`config.mk`:
```
export PLATFORM = sky130hd
export DESIGN_NAME = product_display
export DESIGN_NICKNAME = d
export VERILOG_FILES = /design/src/rtl/product_display.sv
export SDC_FILE = /design/constraint.sdc
export NUM_CORES = 1
export LEC_CHECK = 0
export ABC_AREA = 1
export ABC_CLOCK_PERIOD_IN_PS = 6350
export CORE_ASPECT_RATIO = 0.5
export CORE_MARGIN = 3
export CORE_UTILIZATION = 55
export DETAILED_ROUTE_END_ITERATION = 10
export DONT_BUFFER_PORTS = 1
export PLACE_DENSITY = 0.7
export RECOVER_POWER = 50
export SYNTH_ARGS = -nofsm -noshare
export SYNTH_HDL_FRONTEND = slang
export SYNTH_SLANG_ARGS = --single-unit
```
`constraint.sdc`:
```
create_clock -name clk -period 6.35 [get_ports clk]
set_input_delay 0.9525 -clock clk [delete_from_list [all_inputs] [get_ports clk]]
set_output_delay 0.9525 -clock clk [all_outputs]
set_load 0.02 [all_outputs]
```
`src/rtl/product_display.sv`:
```
// Converts an 8-bit product to three BCD digits by double-dabble and scans them onto a 4-digit 7-segment display.
// Latency: done rises 8 cycles after the edge that samples load; seg/an follow bcd one cycle later.
// Backpressure: none; load is ignored while a conversion or its done cycle is in progress.
module product_display #(
    parameter int SCAN_DIV = 50000
) (
    input  logic        clk,
    input  logic        rst,
    input  logic [7:0]  product,
    input  logic        load,
    output logic        busy,
    output logic        done,
    output logic [11:0] bcd,
    output logic [6:0]  seg,
    output logic [3:0]  an,
    output logic        dp
);

    localparam int CW = $clog2(SCAN_DIV);
    localparam logic [CW-1:0] SCAN_MAX = CW'(SCAN_DIV - 1);

    localparam logic [6:0] SEG_BLANK = 7'b1111111;
    localparam logic [6:0] SEG_ZERO  = 7'b1000000;

    typedef enum logic [1:0] {
        IDLE  = 2'd0,
        SHIFT = 2'd1,
        DONE  = 2'd2
    } state_t;

    // ------------------------------------------------------------------
    // Conversion state
    // ------------------------------------------------------------------
    state_t      state_q;
    logic [7:0]  shift_q;
    logic [11:0] scratch_q;
    logic [2:0]  iter_q;
    logic [11:0] bcd_q;
    logic        busy_q;
    logic        done_q;

    logic [11:0] adj;
    logic [19:0] shifted;
    logic [11:0] scratch_d;
    logic [7:0]  shift_d;

    // Active-low 7-segment code {g,f,e,d,c,b,a}; non-decimal codes are dark.
    function automatic logic [6:0] seg_enc(input logic [3:0] d);
        logic [6:0] s;
        case (d)
            4'd0:    s = 7'b1000000;
            4'd1:    s = 7'b1111001;
            4'd2:    s = 7'b0100100;
            4'd3:    s = 7'b0110000;
            4'd4:    s = 7'b0011001;
            4'd5:    s = 7'b0010010;
            4'd6:    s = 7'b0000010;
            4'd7:    s = 7'b1111000;
            4'd8:    s = 7'b0000000;
            4'd9:    s = 7'b0010000;
            default: s = SEG_BLANK;
        endcase
        return s;
    endfunction

    // One double-dabble step: correct any digit >= 5, then shift the combined register left.
    always_comb begin
        adj         = scratch_q;
        if (scratch_q[3:0]  >= 4'd5) adj[3:0]  = scratch_q[3:0]  + 4'd3;
        if (scratch_q[7:4]  >= 4'd5) adj[7:4]  = scratch_q[7:4]  + 4'd3;
        if (scratch_q[11:8] >= 4'd5) adj[11:8] = scratch_q[11:8] + 4'd3;
        shifted   = {adj, shift_q} << 1;
        scratch_d = shifted[19:8];
        shift_d   = shifted[7:0];
    end

    // Conversion FSM with registered busy/done and result.
    always_ff @(posedge clk) begin
        if (rst) begin
            state_q   <= IDLE;
            shift_q   <= '0;
            scratch_q <= '0;
            iter_q    <= '0;
            bcd_q     <= '0;
            busy_q    <= 1'b0;
            done_q    <= 1'b0;
        end else begin
            case (state_q)
                IDLE: begin
                    done_q <= 1'b0;
                    if (load) begin
                        shift_q   <= product;
                        scratch_q <= '0;
                        iter_q    <= '0;
                        busy_q    <= 1'b1;
                        state_q   <= SHIFT;
                    end
                end
                SHIFT: begin
                    scratch_q <= scratch_d;
                    shift_q   <= shift_d;
                    iter_q    <= iter_q + 3'd1;
                    // The eighth step's shifted scratch is the finished result.
                    if (iter_q == 3'd7) begin
                        bcd_q   <= scratch_d;
                        busy_q  <= 1'b0;
                        done_q  <= 1'b1;
                        state_q <= DONE;
                    end
                end
                DONE: begin
                    done_q  <= 1'b0;
                    state_q <= IDLE;
                end
                default: begin
                    busy_q  <= 1'b0;
                    done_q  <= 1'b0;
                    state_q <= IDLE;
                end
            endcase
        end
    end

    // ------------------------------------------------------------------
    // Display scanning
    // ------------------------------------------------------------------
    logic [CW-1:0] scan_q;
    logic [CW-1:0] scan_d;
    logic [1:0]    idx_q;
    logic [1:0]    idx_d;
    logic [6:0]    seg_q;
    logic [6:0]    seg_d;
    logic [3:0]    an_q;
    logic [3:0]    an_d;
    logic [3:0]    code;
    logic          show;

    // Next scan position and the segment/anode pattern for that position,
    // so registered seg/an switch on the same edge as the digit index.
    always_comb begin
        if (scan_q == SCAN_MAX) begin
            scan_d = '0;
            idx_d  = idx_q + 2'd1;
        end else begin
            scan_d = scan_q + 1'b1;
            idx_d  = idx_q;
        end

        code = 4'd0;
        show = 1'b0;
        case (idx_d)
            2'd0: begin
                code = bcd_q[3:0];
                show = 1'b1;
            end
            2'd1: begin
                code = bcd_q[7:4];
                show = (bcd_q[11:8] != 4'd0) || (bcd_q[7:4] != 4'd0);
            end
            2'd2: begin
                code = bcd_q[11:8];
                show = (bcd_q[11:8] != 4'd0);
            end
            default: begin
                code = 4'd0;
                show = 1'b0;
            end
        endcase

        seg_d = show ? seg_enc(code) : SEG_BLANK;
        an_d  = ~(4'b0001 << idx_d);
    end

    // Free-running scan counter and registered display drive.
    always_ff @(posedge clk) begin
        if (rst) begin
            scan_q <= '0;
            idx_q  <= 2'd0;
            seg_q  <= SEG_ZERO;
            an_q   <= 4'b1110;
        end else begin
            scan_q <= scan_d;
            idx_q  <= idx_d;
            seg_q  <= seg_d;
            an_q   <= an_d;
        end
    end

    assign busy = busy_q;
    assign done = done_q;
    assign bcd  = bcd_q;
    assign seg  = seg_q;
    assign an   = an_q;
    assign dp   = 1'b1;

endmodule

```
==> run_results.csv, run 1 <==
group,metric,value,unit
sta,fin_skew,0.0100,ns
setup_path,crit_path_frequent_cell,"nand2_1",
placement,gp_congestion,0.848,
die,coreArea,0.00563,mm2
die,die_y,60.7,um
logic_synthesis,synth_seq_cells,68,
setup_path,cp.required,6.56,ns
grt,grt_usage,0.216,
setup_path,r2r_setup_slack,3.58,ns
cts,clock-sinks,68,
die,io_pins,37,
sta,finalHoldViolations,0,
run,drv_cap,0,
logic_synthesis,synth_common_cells,"dfxtp_1, inv_1, nand2_1",
sta,fmax,361,MHz
logic_synthesis,ys_seq_area_frac,0.414,
sta,period_share,0.437,
pwr,vdd_drop_max,0.216,mV
logic_synthesis,synth_cell_types,37,
sta,slew_headroom,0.256,
sta,finalCriticalPeriod,2.77,ns
sta,max_slew.worst_pin.slew,1.12,ns
placement,numPortBuffers,0,
setup_path,critPathKind,"register to register",
route,wl_per_cell,13.4,um
logic_synthesis,netlist_area,0.00329,mm2
setup_path,cp_slowest_stage_delay,0.38,ns
die,start_util,0.584,
cts,cts_tree,"built",
pwr,total_power,0.00100,W
sta,finalMaxSlewViolations,0,
sta,rsz0062_at_grt,"no",
logic_synthesis,synth_top_area_cell,"dfxtp_1",
route,via_per_inst,5.42,
sta,finalSetupTns,0,ns
setup_path,critPathSlowestCell,"dfxtp_1",
route,vias,2803,
setup_path,worstPathCellList,"ha_1 -> nand3_1 -> nor2_1 -> nand2_2 -> nand2_1 -> nand2_1 -> nand2_1 -> nor2_2 -> nor2_4 -> inv_1 -> ha_1 -> inv_1 -> nand2_1 -> nand2_1 -> nor2_2 -> nor2_1 -> nor2_1",
die,dieArea,0.00700,mm2
grt,grt_max_degree,27,
layout,drive_gt1_frac,0.0833,
sta,finalSetupViolCount,0,
cts,clkLatencyLatePin,0.33,ns
cts,post_cts_resize_count,0,
status,outcome,"finished, final reports clean",
route,postRouteAntennaNets,0,
logic_synthesis,synthFlopType,"dfxtp_1",
cts,htreeDepth,3,
grt,grt_pass1_wl,11.8,mm
placement,dp_hpwl,5.01,mm
route,drtIter0Drc,257,
die,rows,19,
logic_synthesis,syn_area_per_cell,7.51,um2
logic_synthesis,syn_nets,463,
cts,clk_pin_slew,0.05,ns
layout,nNetsFinal,464,
cts,cts_buffer_depth,2,
sta,postLayoutSetupSlackWorst,3.58,ns
placement,postPlaceCellArea,0.00333,mm2
grt,grt_pass1_vias,2642,
setup_path,start_kind,"register",
route,drtPass1Iterations,5,
pwr,power.leakage,1.50,nW
logic_synthesis,yosys.area.top_type_share,0.414,
logic_synthesis,synth_warnings,0,
placement,pre_cts_ws,3.87,ns
cts,numCtsBuffers,9,
logic_synthesis,synthCells,438,
layout,postLayoutCellArea,0.00362,mm2
route,drc_errors,0,
grt,overflow,0,
setup_path,cp.arrival,2.99,ns
cts,cts_root_buf,"clkbuf_16",
cts,postCtsHoldBufs,0,
grt,antenna_found_initial,0,
layout,multiInputGateArea,0.00160,mm2
logic_synthesis,synth.most_common_cell,"dfxtp_1",
layout,antenna_cells,0,
pwr,powerDensity,276,mW/mm2
layout,area_growth,9.96,%
layout,fillers,507,
logic_synthesis,synth-edff-count,0,
layout,seqCellArea,0.00136,mm2
setup_path,critPathMaxFanout,12,
setup_path,end_kind,"register",
route,drt-total-wl,6.92,mm
logic_synthesis,synth.area.top_cells,"dfxtp_1, inv_1, nand2_1, nor2_1, o21ai_0",
die,die_x,115,um
logic_synthesis,synthArstFlopShare,0,
hold_path,hold_path.class,"register to register",
cts,cts_setup_buffers,0,
[critical path, delay by kind of cell, from the launching register on]
family | cells | cell delay (ns)
DFF | 1 | 0.38
and+or+nand+nor | 13 | 1.75
buffers and inverters | 2 | 0.14
adders and majority gates | 2 | 0.39
[state kept, by name, indices dropped and copies added, names as in the netlist, 3 cells and up]
| name | flops |
|---|---|
| scratch_q | 12 |
| seg | 7 |
| an | 4 |
| iter_q | 3 |
| shift_q | 8 |
| bcd | 12 |
| scan_q | 16 |
[kinds of logic (layout without fill, tap and decap cells)]
family | after synthesis | count (layout) | synth area share
AO/OA/AOI/OAI | 81 | 81 | 0.137
buffers and inverters | 76 | 82 | 0.0939
XOR/XNOR | 6 | 6 | 0.0160
other | 1 | 1 | 0.00114
AND/OR/NAND/NOR | 192 | 192 | 0.285
flip-flops | 68 | 68 | 0.414
adder cells (fa/ha/maj) | 14 | 14 | 0.0532
[cell usage in the layout, fill, tap and decap left out, drive strengths merged]
cell type and instances:
a31oi 1, nor4 1, nor3b 3, xor2 5, nor2 59, or2 2
xnor2 1, a21boi 1, nand3b 2, o32ai 2, nand3 34, inv 63
nor3 8, o21bai 2, o211ai 2, o22ai 6, a32o 3, clkinvlp 1
clkinv 3, ha 14, a211oi 1, and3 1, clkbuf 13, o21ai 37
dfxtp 68, bufinv 2, a21oi 26, nand4 9, nand2 73, conb 1
[final timing paths]
path                               end       from  cells past startpoint
worst max-delay path            seg[5]  scan_q[0]                     17
worst min-delay path             an[3]   idx_q[1]                      1
worst max register to register  seg[5]  scan_q[0]                     17
worst min register to register   an[3]   idx_q[1]                      1
[stage by stage]
stage	hold slack [ns]	util	instances
3_5_place_dp	0.440	0.590	501
4_1_cts	0.455	0.647	517
6_report	0.453	0.642	517
2_1_floorplan	0.413	-	438
3_3_place_gp	0.437	0.590	501
5_1_grt	0.471	0.642	517
[metal layers]
layer	global-route usage	routed length, um	vias up
li1	-	-	1430
met1	0.259	3210	1282
met2	0.362	3170	80
met3	0.0737	439	11
met4	0.0953	99	0
met5	0	0	-
[cell type report]
| cell class | instances | area share |
|---|---|---|
| tap | 73 | 0.0252 |
| inverter | 65 | 0.0678 |
| sequential | 68 | 0.376 |
| timing repair buffer | 1 | 0.00104 |
| clock inverter | 4 | 0.0201 |
| clock buffer | 12 | 0.0681 |
| multi-input combinational | 294 | 0.442 |
[where the power goes]
part / internal [W] / switching [W] / total [W]
registers: 0.000435 / 0.00000540 / 0.000441
logic: 0.00000893 / 0.0000235 / 0.0000325
clock network: 0.000354 / 0.000173 / 0.000527
(Power assumes the default switching activity.)
==> inputs of run 2 (changes only) <==
- ABC_AREA: 1 -> 0
- ABC_CLOCK_PERIOD_IN_PS: 6350 -> 2700
- clock period: 6.35 -> 2.7 ns (I/O delays scaled with it)
==> run 2 against run 1 <==
  * Critical path depth decreased by 6
  * Final cell count decreased by 11%
  * Clock-buffer cell count decreased by 1
  * Setup slack got worse by 3.5 ns
  * Clock power increased by 100%
  * Combinational power increased by 92%
==> run_results.csv, run 2 <==
group,metric,value,unit
status,outcome,"finished, final reports clean",
layout,final_core_util,0.651,
logic_synthesis,yosys.area.top_type_share,0.414,
setup_path,start_kind,"register",
placement,place_inst,442,
layout,layout_commonest_cell,"dfxtp_1",
placement,numPortBuffers,0,
grt,antenna_found_initial,0,
sta,fmax,384,MHz
logic_synthesis,synthArstFlopShare,0,
cts,cts_tree,"built",
logic_synthesis,synth_seq_cells,68,
die,coreArea,0.00563,mm2
die,io_pins,37,
sta,finalSetupTns,0,ns
logic_synthesis,synth.area.top_cells,"dfxtp_1, ha_1, nand2_1, nor2_1, mux2i_1",
layout,largest_register_ffs,16,
cts,numCtsBuffers,9,
cts,htreeDepth,3,
setup_path,critPathTopFamily,"compound AO/OA/AOI/OAI gates",
cts,cts_root_buf,"clkbuf_16",
pwr,powerDensity,589,mW/mm2
logic_synthesis,synthFlopType,"dfxtp_1",
logic_synthesis,syn_nets,402,
hold_path,hold_path.class,"primary input to register",
die,die_x,115,um
grt,grt_max_degree,31,
die,dieArea,0.00701,mm2
setup_path,cp_num_buf_inv,1,
grt,overflow,0,
sta,finalMaxSlewViolations,0,
route,drt-total-wl,7.04,mm
route,drtIter0Drc,120,
setup_path,worstPathCellList,"ha_1 -> and3_4 -> and4_2 -> and4_1 -> a2111o_1 -> nor2_2 -> inv_1 -> ha_1 -> o31ai_1 -> o31ai_2 -> a211o_1",
logic_synthesis,synth_top_area_cell,"dfxtp_1",
sta,finalCriticalPeriod,2.60,ns
setup_path,critPathKind,"register to register",
pwr,vdd_drop_max,0.382,mV
layout,area_growth,11.4,%
cts,clock-sinks,68,
layout,finalNonFillerCells,459,
logic_synthesis,synth_warnings,0,
setup_path,critPathSlowestCell,"a2111o_1",
route,drc_errors,0,
logic_synthesis,synthCells,377,
route,postRouteAntennaNets,0,
grt,grt_usage,0.215,
layout,nNetsFinal,407,
setup_path,cp_slowest_stage_delay,0.38,ns
die,rows,19,
die,die_y,60.7,um
pwr,total_power,0.00216,W
layout,final_cell_mix,"dfxtp_1, nand2_1, nor2_1, a21oi_1, o21ai_0",
layout,fillers,472,
route,wl_per_cell,15.3,um
sta,fin_skew,0.00377,ns
setup_path,cp.required,2.92,ns
route,via_per_inst,5.77,
setup_path,end_kind,"register",
setup_path,cp.arrival,2.82,ns
sta,rsz0062_at_grt,"no",
logic_synthesis,synth.most_common_cell,"dfxtp_1",
run,drv_cap,0,
grt,grt_pass1_vias,2498,
layout,antenna_cells,0,
die,start_util,0.584,
sta,slew_headroom,0.484,
cts,clkLatencyLatePin,0.33,ns
setup_path,r2r_setup_slack,0.1,ns
sta,period_share,0.964,
logic_synthesis,ys_seq_area_frac,0.414,
pwr,power.leakage,1.45,nW
layout,regMostFlops,"scan_q",
grt,grt_pass1_wl,11.7,mm
sta,finalSetupViolCount,0,
logic_synthesis,synth-edff-count,0,
setup_path,crit_path_frequent_cell,"ha_1",
logic_synthesis,synth_cell_types,53,
logic_synthesis,syn_area_per_cell,8.73,um2
cts,cts_buffer_depth,2,
sta,finalHoldViolations,0,
setup_path,critPathMaxFanout,6,
logic_synthesis,netlist_area,0.00329,mm2
logic_synthesis,synth_common_cells,"dfxtp_1, nand2_1, nor2_1",
layout,drive_gt1_frac,0.0959,
placement,dp_hpwl,4.95,mm
cts,clk_pin_slew,0.05,ns
placement,gp_congestion,0.843,
route,vias,2649,
route,drtPass1Iterations,4,
sta,max_slew.worst_pin.slew,0.770,ns
-- run 2: changes by cell type in the layout (fill, tap and decap cells not counted), moves of 10 or more --
cell	change
a22o_1	+10
inv_1	-50
nand3_1	-18
nand2_2	-10
nor2_1	-13
o21ai_0	-20
nand2_1	-21
xnor2_1	+12
mux2i_1	+14
-- run 2: worst paths after layout --
check                                from      to  cells past startpoint
worst max-delay path            scan_q[0]  seg[6]                     11
worst min-delay path                  rst  seg[1]                      1
worst max register to register  scan_q[0]  seg[6]                     11
worst min register to register   idx_q[1]   an[3]                      1
-- run 2: metrics by stage --
stage	worst slack (ns)	cell area, um2	hold slack [ns]
final	0.0960	3670	0.143
after global routing	0.00346	3670	0.125
after CTS	0.0700	3650	0.134
after detailed placement	0.103	3370	0.389
after global placement	0.186	3370	0.386
after floorplan	0.0195	3300	0.413
-- run 2: repair_timing --
action	CTS	global route
hold buffers	0	0
setup endpoints to repair	0	3
setup buffers	0	1
resized for setup	0	2
-- run 2: cells by family (layout without fill, tap and decap cells) --
family          Yosys count  after routing  synth area share
flops                    68             68             0.414
compound gates           77             77             0.155
fa+ha+maj                14             14            0.0532
buf+inv                  31             39            0.0429
xor+xnor                 19             19            0.0506
simple gates            151            152             0.234
other cells               1              1           0.00114
mux                      16             16            0.0494
-- run 2: layout make-up --
| type | count | area [um2] | share of cell area |
|---|---|---|---|
| clock buffer | 11 | 253 | 0.0689 |
| clock inverter | 4 | 25.0 | 0.00682 |
| inverter | 13 | 48.8 | 0.0133 |
| multi-input combinational | 279 | 1810 | 0.494 |
| sequential | 68 | 1360 | 0.371 |
| tap | 73 | 91.3 | 0.0249 |
| timing repair buffer | 11 | 75.1 | 0.0205 |
-- run 2: power breakdown --
part            total, W  switching (W)  internal [W]
Combinational  0.0000624      0.0000378     0.0000247
Clock            0.00106       0.000403      0.000661
Sequential       0.00104      0.0000132       0.00102
Total            0.00216       0.000454       0.00171
-- run 2: metal layers --
layer  vias to the layer above  wire (um)  global-route usage
met4                         0         23              0.0786
met5                         -          0                   0
li1                       1336          -                   -
met1                      1249       3180               0.253
met2                        60       3520               0.379
met3                         4        318              0.0687
